## config.mk

```make
export PLATFORM = sky130hd
export DESIGN_NAME = fb_rect_fill
export DESIGN_NICKNAME = d
export VERILOG_FILES = /design/src/rtl/fb_rect_fill.sv
export SDC_FILE = /design/constraint.sdc
export NUM_CORES = 1
export LEC_CHECK = 0
export CORE_MARGIN = 10
export CORE_UTILIZATION = 41
export DETAILED_ROUTE_END_ITERATION = 10
export GPL_TIMING_DRIVEN = 0
export SKIP_CTS_REPAIR_TIMING = 1
export SLEW_MARGIN = 15
export SYNTH_ARGS = -nofsm -noshare
export SYNTH_HDL_FRONTEND = slang
export SYNTH_SLANG_ARGS = --single-unit
export TNS_END_PERCENT = 30
```

## constraint.sdc

```tcl
create_clock -name clk -period 6.24 [get_ports clk]
set_input_delay 0.936 -clock clk [delete_from_list [all_inputs] [get_ports clk]]
set_output_delay 0.936 -clock clk [all_outputs]
set_load 0.01 [all_outputs]
```

## src/rtl/fb_rect_fill.sv

```systemverilog
// fb_rect_fill: command-driven rectangle fill engine feeding the downscaled
// framebuffer BRAM write port, one 8-bit pixel per clock.
// Pixel index = y*FB_WIDTH + x; byte lane = index[1:0], matching scan-out.
// Optional feature macro: RECT_FILL_CLIP_EN
//   undefined -> out-of-bounds rectangles are rejected (done + err)
//   defined   -> rectangles are clipped to the framebuffer, err never set
module fb_rect_fill #(
   parameter int FB_WIDTH         = 400,
   parameter int FB_HEIGHT        = 300,
   parameter int X_BITS           = 9,
   parameter int Y_BITS           = 9,
   parameter int BUFFER_ADDR_BITS = 17,
   parameter int CHANNEL_BITS     = 2
) (
   input  logic                      clk,
   input  logic                      resetn,
   input  logic                      cmd_valid,
   output logic                      cmd_ready,
   input  logic [X_BITS-1:0]         cmd_x,
   input  logic [Y_BITS-1:0]         cmd_y,
   input  logic [X_BITS-1:0]         cmd_w,
   input  logic [Y_BITS-1:0]         cmd_h,
   input  logic [3*CHANNEL_BITS-1:0] cmd_color,
   output logic                      busy,
   output logic                      done,
   output logic                      err,
   output logic [31:0]               buffer_addr,
   output logic [31:0]               buffer_din,
   output logic                      buffer_en,
   output logic                      buffer_rst,
   output logic [3:0]                buffer_we
);

   localparam int PIX_BITS = 3 * CHANNEL_BITS;
   localparam int A        = BUFFER_ADDR_BITS;
   localparam int XW       = X_BITS + 1;
   localparam int YW       = Y_BITS + 1;
   localparam logic [XW-1:0] FB_W_X = XW'(FB_WIDTH);
   localparam logic [YW-1:0] FB_H_Y = YW'(FB_HEIGHT);
   localparam logic [A-1:0]  FB_W_A = A'(FB_WIDTH);
   localparam logic [XW-1:0] X_ONE  = XW'(1);
   localparam logic [YW-1:0] Y_ONE  = YW'(1);

   typedef enum logic [1:0] {
      ST_IDLE  = 2'd0,
      ST_CHECK = 2'd1,
      ST_FILL  = 2'd2,
      ST_DONE  = 2'd3
   } state_t;

   state_t                state_r;
   logic [X_BITS-1:0]     x_r;
   logic [Y_BITS-1:0]     y_r;
   logic [X_BITS-1:0]     w_r;
   logic [Y_BITS-1:0]     h_r;
   logic [PIX_BITS-1:0]   color_r;
   logic [XW-1:0]         x_end_r;
   logic [YW-1:0]         y_end_r;
   logic [XW-1:0]         cur_x_r;
   logic [YW-1:0]         cur_y_r;
   logic [A-1:0]          row_base_r;
   logic [A-1:0]          addr_r;

   logic [XW-1:0]         x_sum_s;
   logic [YW-1:0]         y_sum_s;
   logic [XW-1:0]         x_end_s;
   logic [YW-1:0]         y_end_s;
   logic                  empty_s;
   logic                  reject_s;
   logic [A-1:0]          first_base_s;
   logic [A-1:0]          first_addr_s;
   logic [XW-1:0]         cur_x_inc_s;
   logic                  last_col_s;
   logic                  last_row_s;
   logic [XW-1:0]         next_x_s;
   logic [YW-1:0]         next_y_s;
   logic [A-1:0]          next_base_s;
   logic [A-1:0]          next_addr_s;
   logic [7:0]            pix_s;

   assign buffer_rst  = 1'b0;
   assign buffer_addr = {{(32-A){1'b0}}, addr_r};
   assign pix_s       = {{(8-PIX_BITS){1'b0}}, color_r};

   // Rectangle extent, bounds decision and first-pixel address for CHECK.
   always_comb begin
      x_sum_s = {1'b0, x_r} + {1'b0, w_r};
      y_sum_s = {1'b0, y_r} + {1'b0, h_r};
`ifdef RECT_FILL_CLIP_EN
      if (x_sum_s > FB_W_X) begin
         x_end_s = FB_W_X;
      end else begin
         x_end_s = x_sum_s;
      end
      if (y_sum_s > FB_H_Y) begin
         y_end_s = FB_H_Y;
      end else begin
         y_end_s = y_sum_s;
      end
      // Clipped width/height of zero covers x>=FB_WIDTH and y>=FB_HEIGHT too.
      empty_s  = (x_end_s <= {1'b0, x_r}) || (y_end_s <= {1'b0, y_r});
      reject_s = 1'b0;
`else
      x_end_s  = x_sum_s;
      y_end_s  = y_sum_s;
      empty_s  = (w_r == {X_BITS{1'b0}}) || (h_r == {Y_BITS{1'b0}});
      reject_s = !empty_s &&
                 (({1'b0, x_r} >= FB_W_X) || ({1'b0, y_r} >= FB_H_Y) ||
                  (x_sum_s > FB_W_X) || (y_sum_s > FB_H_Y));
`endif
      first_base_s = A'(y_r) * FB_W_A;
      first_addr_s = first_base_s + A'(x_r);
   end

   // Next pixel in raster order; rows advance by adding FB_WIDTH to the base.
   always_comb begin
      cur_x_inc_s = cur_x_r + X_ONE;
      last_col_s  = (cur_x_inc_s == x_end_r);
      last_row_s  = ((cur_y_r + Y_ONE) == y_end_r);
      if (last_col_s) begin
         next_x_s    = {1'b0, x_r};
         next_y_s    = cur_y_r + Y_ONE;
         next_base_s = row_base_r + FB_W_A;
      end else begin
         next_x_s    = cur_x_inc_s;
         next_y_s    = cur_y_r;
         next_base_s = row_base_r;
      end
      next_addr_s = next_base_s + A'(next_x_s);
   end

   // Control FSM with registered handshake, status and BRAM write outputs.
   always_ff @(posedge clk or negedge resetn) begin
      if (!resetn) begin
         state_r    <= ST_IDLE;
         cmd_ready  <= 1'b1;
         busy       <= 1'b0;
         done       <= 1'b0;
         err        <= 1'b0;
         addr_r     <= {A{1'b0}};
         buffer_din <= 32'h0000_0000;
         buffer_en  <= 1'b0;
         buffer_we  <= 4'b0000;
         x_r        <= {X_BITS{1'b0}};
         y_r        <= {Y_BITS{1'b0}};
         w_r        <= {X_BITS{1'b0}};
         h_r        <= {Y_BITS{1'b0}};
         color_r    <= {PIX_BITS{1'b0}};
         x_end_r    <= {XW{1'b0}};
         y_end_r    <= {YW{1'b0}};
         cur_x_r    <= {XW{1'b0}};
         cur_y_r    <= {YW{1'b0}};
         row_base_r <= {A{1'b0}};
      end else begin
         case (state_r)
            ST_IDLE: begin
               done <= 1'b0;
               err  <= 1'b0;
               if (cmd_valid && cmd_ready) begin
                  x_r       <= cmd_x;
                  y_r       <= cmd_y;
                  w_r       <= cmd_w;
                  h_r       <= cmd_h;
                  color_r   <= cmd_color;
                  cmd_ready <= 1'b0;
                  busy      <= 1'b1;
                  state_r   <= ST_CHECK;
               end
            end
            ST_CHECK: begin
               x_end_r <= x_end_s;
               y_end_r <= y_end_s;
               if (empty_s || reject_s) begin
                  done    <= 1'b1;
                  err     <= reject_s;
                  state_r <= ST_DONE;
               end else begin
                  cur_x_r    <= {1'b0, x_r};
                  cur_y_r    <= {1'b0, y_r};
                  row_base_r <= first_base_s;
                  addr_r     <= first_addr_s;
                  buffer_en  <= 1'b1;
                  buffer_we  <= 4'b0001 << first_addr_s[1:0];
                  buffer_din <= {4{pix_s}};
                  state_r    <= ST_FILL;
               end
            end
            ST_FILL: begin
               if (last_col_s && last_row_s) begin
                  buffer_en <= 1'b0;
                  buffer_we <= 4'b0000;
                  done      <= 1'b1;
                  err       <= 1'b0;
                  state_r   <= ST_DONE;
               end else begin
                  cur_x_r    <= next_x_s;
                  cur_y_r    <= next_y_s;
                  row_base_r <= next_base_s;
                  addr_r     <= next_addr_s;
                  buffer_we  <= 4'b0001 << next_addr_s[1:0];
               end
            end
            ST_DONE: begin
               done      <= 1'b0;
               err       <= 1'b0;
               busy      <= 1'b0;
               cmd_ready <= 1'b1;
               state_r   <= ST_IDLE;
            end
            default: begin
               buffer_en <= 1'b0;
               buffer_we <= 4'b0000;
               done      <= 1'b0;
               err       <= 1'b0;
               busy      <= 1'b0;
               cmd_ready <= 1'b1;
               state_r   <= ST_IDLE;
            end
         endcase
      end
   end

endmodule

```

==> impl_metrics.yaml, run 1 <==
timing:
  rsz0062_at_grt: "false"
  fin_crit_sh_pct: 86.2
  fmax_mhz: 186
  setup_tns_ns: 0
  skew_ns: 0.0105
  setup_viol_count_final: 0
  worst_pin_slew_ns: 0.959
  final.min_clock_period_ns: 5.38
  worst_slack_ns: 0.863
  max_slew_margin_pct: 35.8
  hold_viol: 0
  drv_slew: 0
pwr:
  p_sw_mw: 0.468
  clkPwrFrac_pct: 54.4
  p_int_mw: 1.51
  peakVddDrop_mv: 0.179
  power.density_mw_per_mm2: 170
  p_leak_nw: 5.58
  switching_share_pct: 23.6
  power_frac_seq_pct: 42.0
  combPwrFrac_pct: 3.6
routing:
  post_drt_wl_per_cell_um: 18.3
  viasPerCell: 5.42
  drc: 0
  vias: 8128
  drt_iter0_drc: 544
  ant_nets: 0
  firstDrtPassIters: 6
  routed_wl_um: 27400
clocking:
  cts-root-buf: "clkbuf_16"
  cts_buffers: 17
  h-tree-depth: 4
  path_clk_slew_ns: 0.07
  cts_buffer_depth: 2
  clock-sinks: 128
  insertion_delay_ns: 0.43
  cts_tree: "yes"
worst_hold_path:
  hold_path_class: "in -> async"
synthesis:
  synth_area_leader_cell: "dfrtp_1"
  yosysMostFrequentCell: "dfrtp_1"
  netlist_area_sq_mm: 0.00958
  syn_avg_cell_area_sq_um: 9.26
  yosysSeqAreaShare_pct: 33.5
  yosysWarnings: 0
  netlist_instances: 1035
  synth_seq_cells: 128
  muxShareOfSynthArea_pct: 7.88
  synth_top_family_by_area: "compound AO/OA/AOI/OAI gates"
  synthXorXnorAreaFrac_pct: 7.51
  synth-simple-area-share_pct: 15.1
  synth.top_cell.area_share_pct: 33.2
  yosys.area_share.adder_pct: 11.0
  synthTopCellsByCount: "127 x dfrtp_1, 86 x nand2_1, 79 x nor2_1, 73 x ha_1, 59 x mux2_2"
  synth_compound_area_share_pct: 17.8
  async_flop_share_pct: 100
  synth_area_leaders: "dfrtp_1 33%, ha_1 9.5%, mux2_2 6.9%"
  yosys.cell_types.count: 79
  synth_ff_type: "dfrtp_1"
  synth_edf_count: 0
finish:
  finalNetCount: 1298
  num-fill-cells: 2208
  drive_gt1_share_pct: 15.1
  diodes: 0
  design_area_sq_mm: 0.0117
  seqCellArea_sq_mm: 0.00320
  area_delta_synth_final_pct: 21.7
  multi_input_area_sq_mm: 0.00577
place:
  place_area_sq_mm: 0.0110
  port_buffers: 94
  dp_hpwl_um: 21000
  post-place-ws_ns: 1.02
  gp_congestion: 0.884
worst_setup_path:
  critPathSlowestCell: "dfrtp_1"
  crit_path_max_fanout: 10
  cp_slowest_stage_delay_ns: 0.52
  cp-end-kind: "register"
  required_ns: 6.53
  r2r_setup_slack_ns: 0.86
  cp_cell_sequence: "ha_1 -> xor2_1 -> xor2_1 -> nor4_1 -> o211ai_2 -> nor2_1 -> buf_2 -> buf_1 -> nand2_1 -> nand2_1 -> ha_1 -> a21oi_1 -> o21ai_0 -> a21oi_1 -> o21ba_2 -> nor3_1 -> o21ai_0 -> nand4b_1 -> o211ai_1 -> o21ai_1"
  worstPathArrival_ns: 5.67
  path_class: "reg -> reg"
  cp-start-kind: "register"
  crit_buf_inv: 2
  cp_top_family: "compound AO/OA/AOI/OAI gates"
grt:
  gr-total-overflow: 0
  grt_util_all_layers_pct: 18.3
  grt_max_degree: 66
  antenna_found_initial: 0
  grt_first_pass_wirelength_um: 44300
  grt_pass1_vias: 7990
floorplanning:
  die_x_um: 173
  coreArea_sq_mm: 0.0228
  num_rows: 55
  ios: 119
  initial_core_util_pct: 41.9
  fp.dieArea_sq_mm: 0.0299
  die_height_um: 173
outcome:
  status: "finished, final reports clean"
run:
  maxCapViolCount: 0
## layout by cell type (no fill, tap or decap), types with 9 or more instances in the layout
| cell | netlist | final |
|---|---|---|
| a211oi_1 | 11 | 11 |
| a21o_1 | 10 | 10 |
| a21oi_1 | 48 | 48 |
| a31oi_1 | 11 | 11 |
| and3_1 | 10 | 10 |
| buf_2 | 13 | 13 |
| buf_4 | 43 | 43 |
| clkbuf_1 | 26 | 26 |
| clkbuf_16 | 0 | 17 |
| clkdlybuf4s50_1 | 0 | 93 |
| conb_1 | 1 | 25 |
| dfrtp_1 | 127 | 127 |
| ha_1 | 73 | 73 |
| inv_1 | 44 | 44 |
| mux2_2 | 59 | 59 |
| mux2i_1 | 9 | 9 |
| nand2_1 | 86 | 86 |
| nand3_1 | 22 | 22 |
| nand4_1 | 9 | 9 |
| nor2_1 | 79 | 79 |
| nor2b_1 | 13 | 13 |
| nor3_1 | 21 | 21 |
| nor4_1 | 14 | 14 |
| o21ai_0 | 53 | 53 |
| o21ai_1 | 13 | 13 |
| or2_2 | 9 | 9 |
| xnor2_1 | 46 | 46 |
| xor2_1 | 31 | 31 |
## worst register-to-register path, cell delays in order, from the launching register on
cell,delay (ns)
dfrtp_1,0.52
ha_1,0.34
xor2_1,0.37
xor2_1,0.12
nor4_1,0.40
o211ai_2,0.32
nor2_1,0.32
buf_2,0.29
buf_1,0.34
nand2_1,0.11
nand2_1,0.11
ha_1,0.27
a21oi_1,0.40
o21ai_0,0.15
a21oi_1,0.30
o21ba_2,0.25
nor3_1,0.06
o21ai_0,0.22
nand4b_1,0.13
o211ai_1,0.15
o21ai_1,0.08
## final timing paths
kind,startpoint,to,cells after the start
min reg2reg,addr_r[5]$_DFFE_PN0P_,addr_r[5]$_DFFE_PN0P_,2
max in group asynchronous,resetn,cmd_ready$_DFFE_PN1P_,2
max reg2reg,cur_x_r[0]$_DFFE_PN0P_,addr_r[11]$_DFFE_PN0P_,20
min,resetn,color_r[4]$_DFFE_PN0P_,1
min in group clk,addr_r[5]$_DFFE_PN0P_,addr_r[5]$_DFFE_PN0P_,2
max,cur_x_r[0]$_DFFE_PN0P_,addr_r[11]$_DFFE_PN0P_,20
## logic make-up after synthesis
kind of cell,after synthesis
adders and majority gates,80
DFF,128
other,1
AOI/OAI and AO/OA,249
muxes,68
and+or+nand+nor,299
xor gates and xnor gates,79
buffers and inverters,131
## through the flow
step	power, mW	hold slack, ns	std cells	util (%)
floorplan	0.869	0.469	1059	-
global placement	0.917	0.463	1466	48.2
detailed placement	0.920	0.475	1467	48.3
CTS	2.00	0.462	1499	51.0
global route	2.04	0.476	1499	51.0
finish	1.98	0.442	1499	51.0
## registers in the layout, indices dropped and copies added, names as in the netlist, 2 cells and up
register and count:
y_end_r 10, h_r 9, cur_y_r 10, color_r 6
addr_r 16, cur_x_r 10, row_base_r 13, x_end_r 10
x_r 9, buffer_din 6, w_r 9, state_r 2
y_r 9, buffer_we 4
## area by class of cell
type | count | share of cell area [%]
clock inverter | 15 | 1.70
multi-input combinational | 800 | 49.5
sequential | 128 | 27.5
tap | 313 | 3.36
buffer | 87 | 4.52
timing repair buffer | 95 | 8.35
inverter | 44 | 1.42
clock buffer | 17 | 3.65
## power groups by stage
stage,Combinational [mW],Clock (mW),Sequential [mW]
floorplan,0.0217,0,0.847
global placement,0.0698,0,0.847
detailed placement,0.0728,0,0.847
CTS,0.0729,1.10,0.831
global route,0.0802,1.13,0.831
finish,0.0721,1.08,0.832
## per-layer routing
metal / GRT usage, % / up-vias / wire, um
met3: 3.77 / 42 / 1700
met4: 6.58 / 0 / 682
met1: 23.8 / 3922 / 12300
met2: 29.4 / 226 / 12700
met5: 0 / - / 0
li1: - / 3938 / -
(Power assumes the default switching activity.)
==> run 2: changes to the inputs <==
- CELL_PAD_IN_SITES_DETAIL_PLACEMENT: unset -> 1
- CELL_PAD_IN_SITES_GLOBAL_PLACEMENT: unset -> 1
- PLACE_DENSITY_LB_ADDON: unset -> 0.1
==> impl_metrics.yaml, run 2 (synthesis results as in run 1) <==
floorplanning:
  num_rows: 55
  coreArea_sq_mm: 0.0228
  die_x_um: 173
  initial_core_util_pct: 41.9
  die_height_um: 173
  ios: 119
  fp.dieArea_sq_mm: 0.0299
grt:
  grt_max_degree: 90
  grt_pass1_vias: 8684
  gr-total-overflow: 0
  grt_first_pass_wirelength_um: 49800
  antenna_found_initial: 0
  grt_util_all_layers_pct: 20.8
clocking:
  path_clk_slew_ns: 0.07
  cts_tree: "yes"
  cts-root-buf: "clkbuf_16"
  h-tree-depth: 4
  cts_buffers: 17
  clock-sinks: 128
  insertion_delay_ns: 0.44
  cts_buffer_depth: 2
routing:
  vias: 8289
  viasPerCell: 5.53
  routed_wl_um: 31300
  post_drt_wl_per_cell_um: 20.9
  drc: 0
  firstDrtPassIters: 4
  ant_nets: 0
  drt_iter0_drc: 461
worst_setup_path:
  cp-end-kind: "register"
  r2r_setup_slack_ns: 0.70
  cp-start-kind: "register"
  critPathSlowestCell: "dfrtp_1"
  required_ns: 6.61
  cp_slowest_stage_delay_ns: 0.51
  crit_path_frequent_cell: "o21ai_0"
  path_class: "reg -> reg"
  cp_cell_sequence: "ha_1 -> xor2_1 -> xor2_1 -> nor4_1 -> o211ai_2 -> nor2_1 -> buf_2 -> clkbuf_2 -> o21ai_0 -> ha_1 -> a21oi_1 -> o21ai_0 -> a21oi_1 -> o21ba_2 -> nor3_1 -> o21ai_0 -> o22a_1 -> o211ai_1 -> o21ai_1"
  worstRegToRegCells: 19
  worstPathArrival_ns: 5.91
  crit_path_max_fanout: 10
timing:
  worst_pin_slew_ns: 1.10
  rsz0062_at_grt: "false"
  hold_viol: 0
  setup_tns_ns: 0
  fin_crit_sh_pct: 88.8
  final.min_clock_period_ns: 5.54
  drv_slew: 0
  fmax_mhz: 181
  max_slew_margin_pct: 26.6
  setup_viol_count_final: 0
  whs_ns: 0.369
  skew_ns: 0.0116
pwr:
  power.density_mw_per_mm2: 169
  p_leak_nw: 5.58
  power_mw: 1.97
  peakVddDrop_mv: 0.151
place:
  port_buffers: 94
  gp_congestion: 0.852
  dp_hpwl_um: 24000
worst_hold_path:
  hold_path_class: "in -> async"
finish:
  finalNetCount: 1298
  largest_reg_flops: 16
  area_delta_synth_final_pct: 21.6
  layout_commonest_cell: "dfrtp_1"
  final_cell_mix: "127 x dfrtp_1, 93 x clkdlybuf4s50_1, 86 x nand2_1"
  top_regs: "addr_r: 16 flops, row_base_r: 13 flops"
  final_core_util_pct: 51.0
  diodes: 0
  regMostFlops: "addr_r"
  num-fill-cells: 2686
  drive_gt1_share_pct: 15.2
run:
  maxCapViolCount: 0
outcome:
  status: "finished, final reports clean"
==> run 2: metal layers <==
layer	vias to the layer above	wire (um)	track usage, %
li1	3924	-	-
met1	4172	14200	26.4
met2	163	15400	35.7
met3	30	1180	3.66
met4	0	512	5.14
met5	-	0	0
==> run 2: where the power goes <==
| part | total [mW] | switching (mW) | leakage [nW] | internal (mW) |
|---|---|---|---|---|
| sequential | 0.832 | 0.000802 | 1.74 | 0.831 |
| combinational | 0.0732 | 0.0336 | 3.54 | 0.0397 |
| clock | 1.07 | 0.432 | 0.292 | 0.636 |
==> run 2: through the flow <==
stage / worst slack, ns / cells / area (sq um)
final: 0.701 / 1499 / 11600
after global routing: 0.158 / 1499 / 11600
after CTS: 0.575 / 1499 / 11600
after detailed placement: 0.609 / 1467 / 11000
after global placement: -1.30 / 1466 / 11000
after floorplan: 2.03 / 1059 / 9670
==> run 2: final cells by class <==
| type | count | area, sq um | share of cell area (%) |
|---|---|---|---|
| buffer | 87 | 528 | 4.53 |
| clock buffer | 18 | 429 | 3.68 |
| clock inverter | 14 | 180 | 1.55 |
| inverter | 44 | 165 | 1.42 |
| multi-input combinational | 800 | 5780 | 49.6 |
| sequential | 128 | 3200 | 27.5 |
| tap | 313 | 392 | 3.36 |
| timing repair buffer | 95 | 973 | 8.36 |
==> run 2: worst max-delay path: cells and delay by family, from the launching register on <==
kind | cells | cell delay, ns
xor+xnor | 2 | 0.51
buf+inv | 2 | 0.60
fa+ha+maj | 2 | 0.71
flops | 1 | 0.51
compound gates | 10 | 2.29
simple gates | 3 | 0.84
==> run 2: final timing paths <==
| kind | start | to |
|---|---|---|
| max in group asynchronous | resetn | cmd_ready$_DFFE_PN1P_ |
| min in group clk | addr_r[2]$_DFFE_PN0P_ | addr_r[2]$_DFFE_PN0P_ |
| hold reg to reg | addr_r[2]$_DFFE_PN0P_ | addr_r[2]$_DFFE_PN0P_ |
| setup reg to reg | cur_x_r[0]$_DFFE_PN0P_ | addr_r[11]$_DFFE_PN0P_ |
| hold / removal | resetn | addr_r[11]$_DFFE_PN0P_ |
| setup / recovery | cur_x_r[0]$_DFFE_PN0P_ | addr_r[11]$_DFFE_PN0P_ |
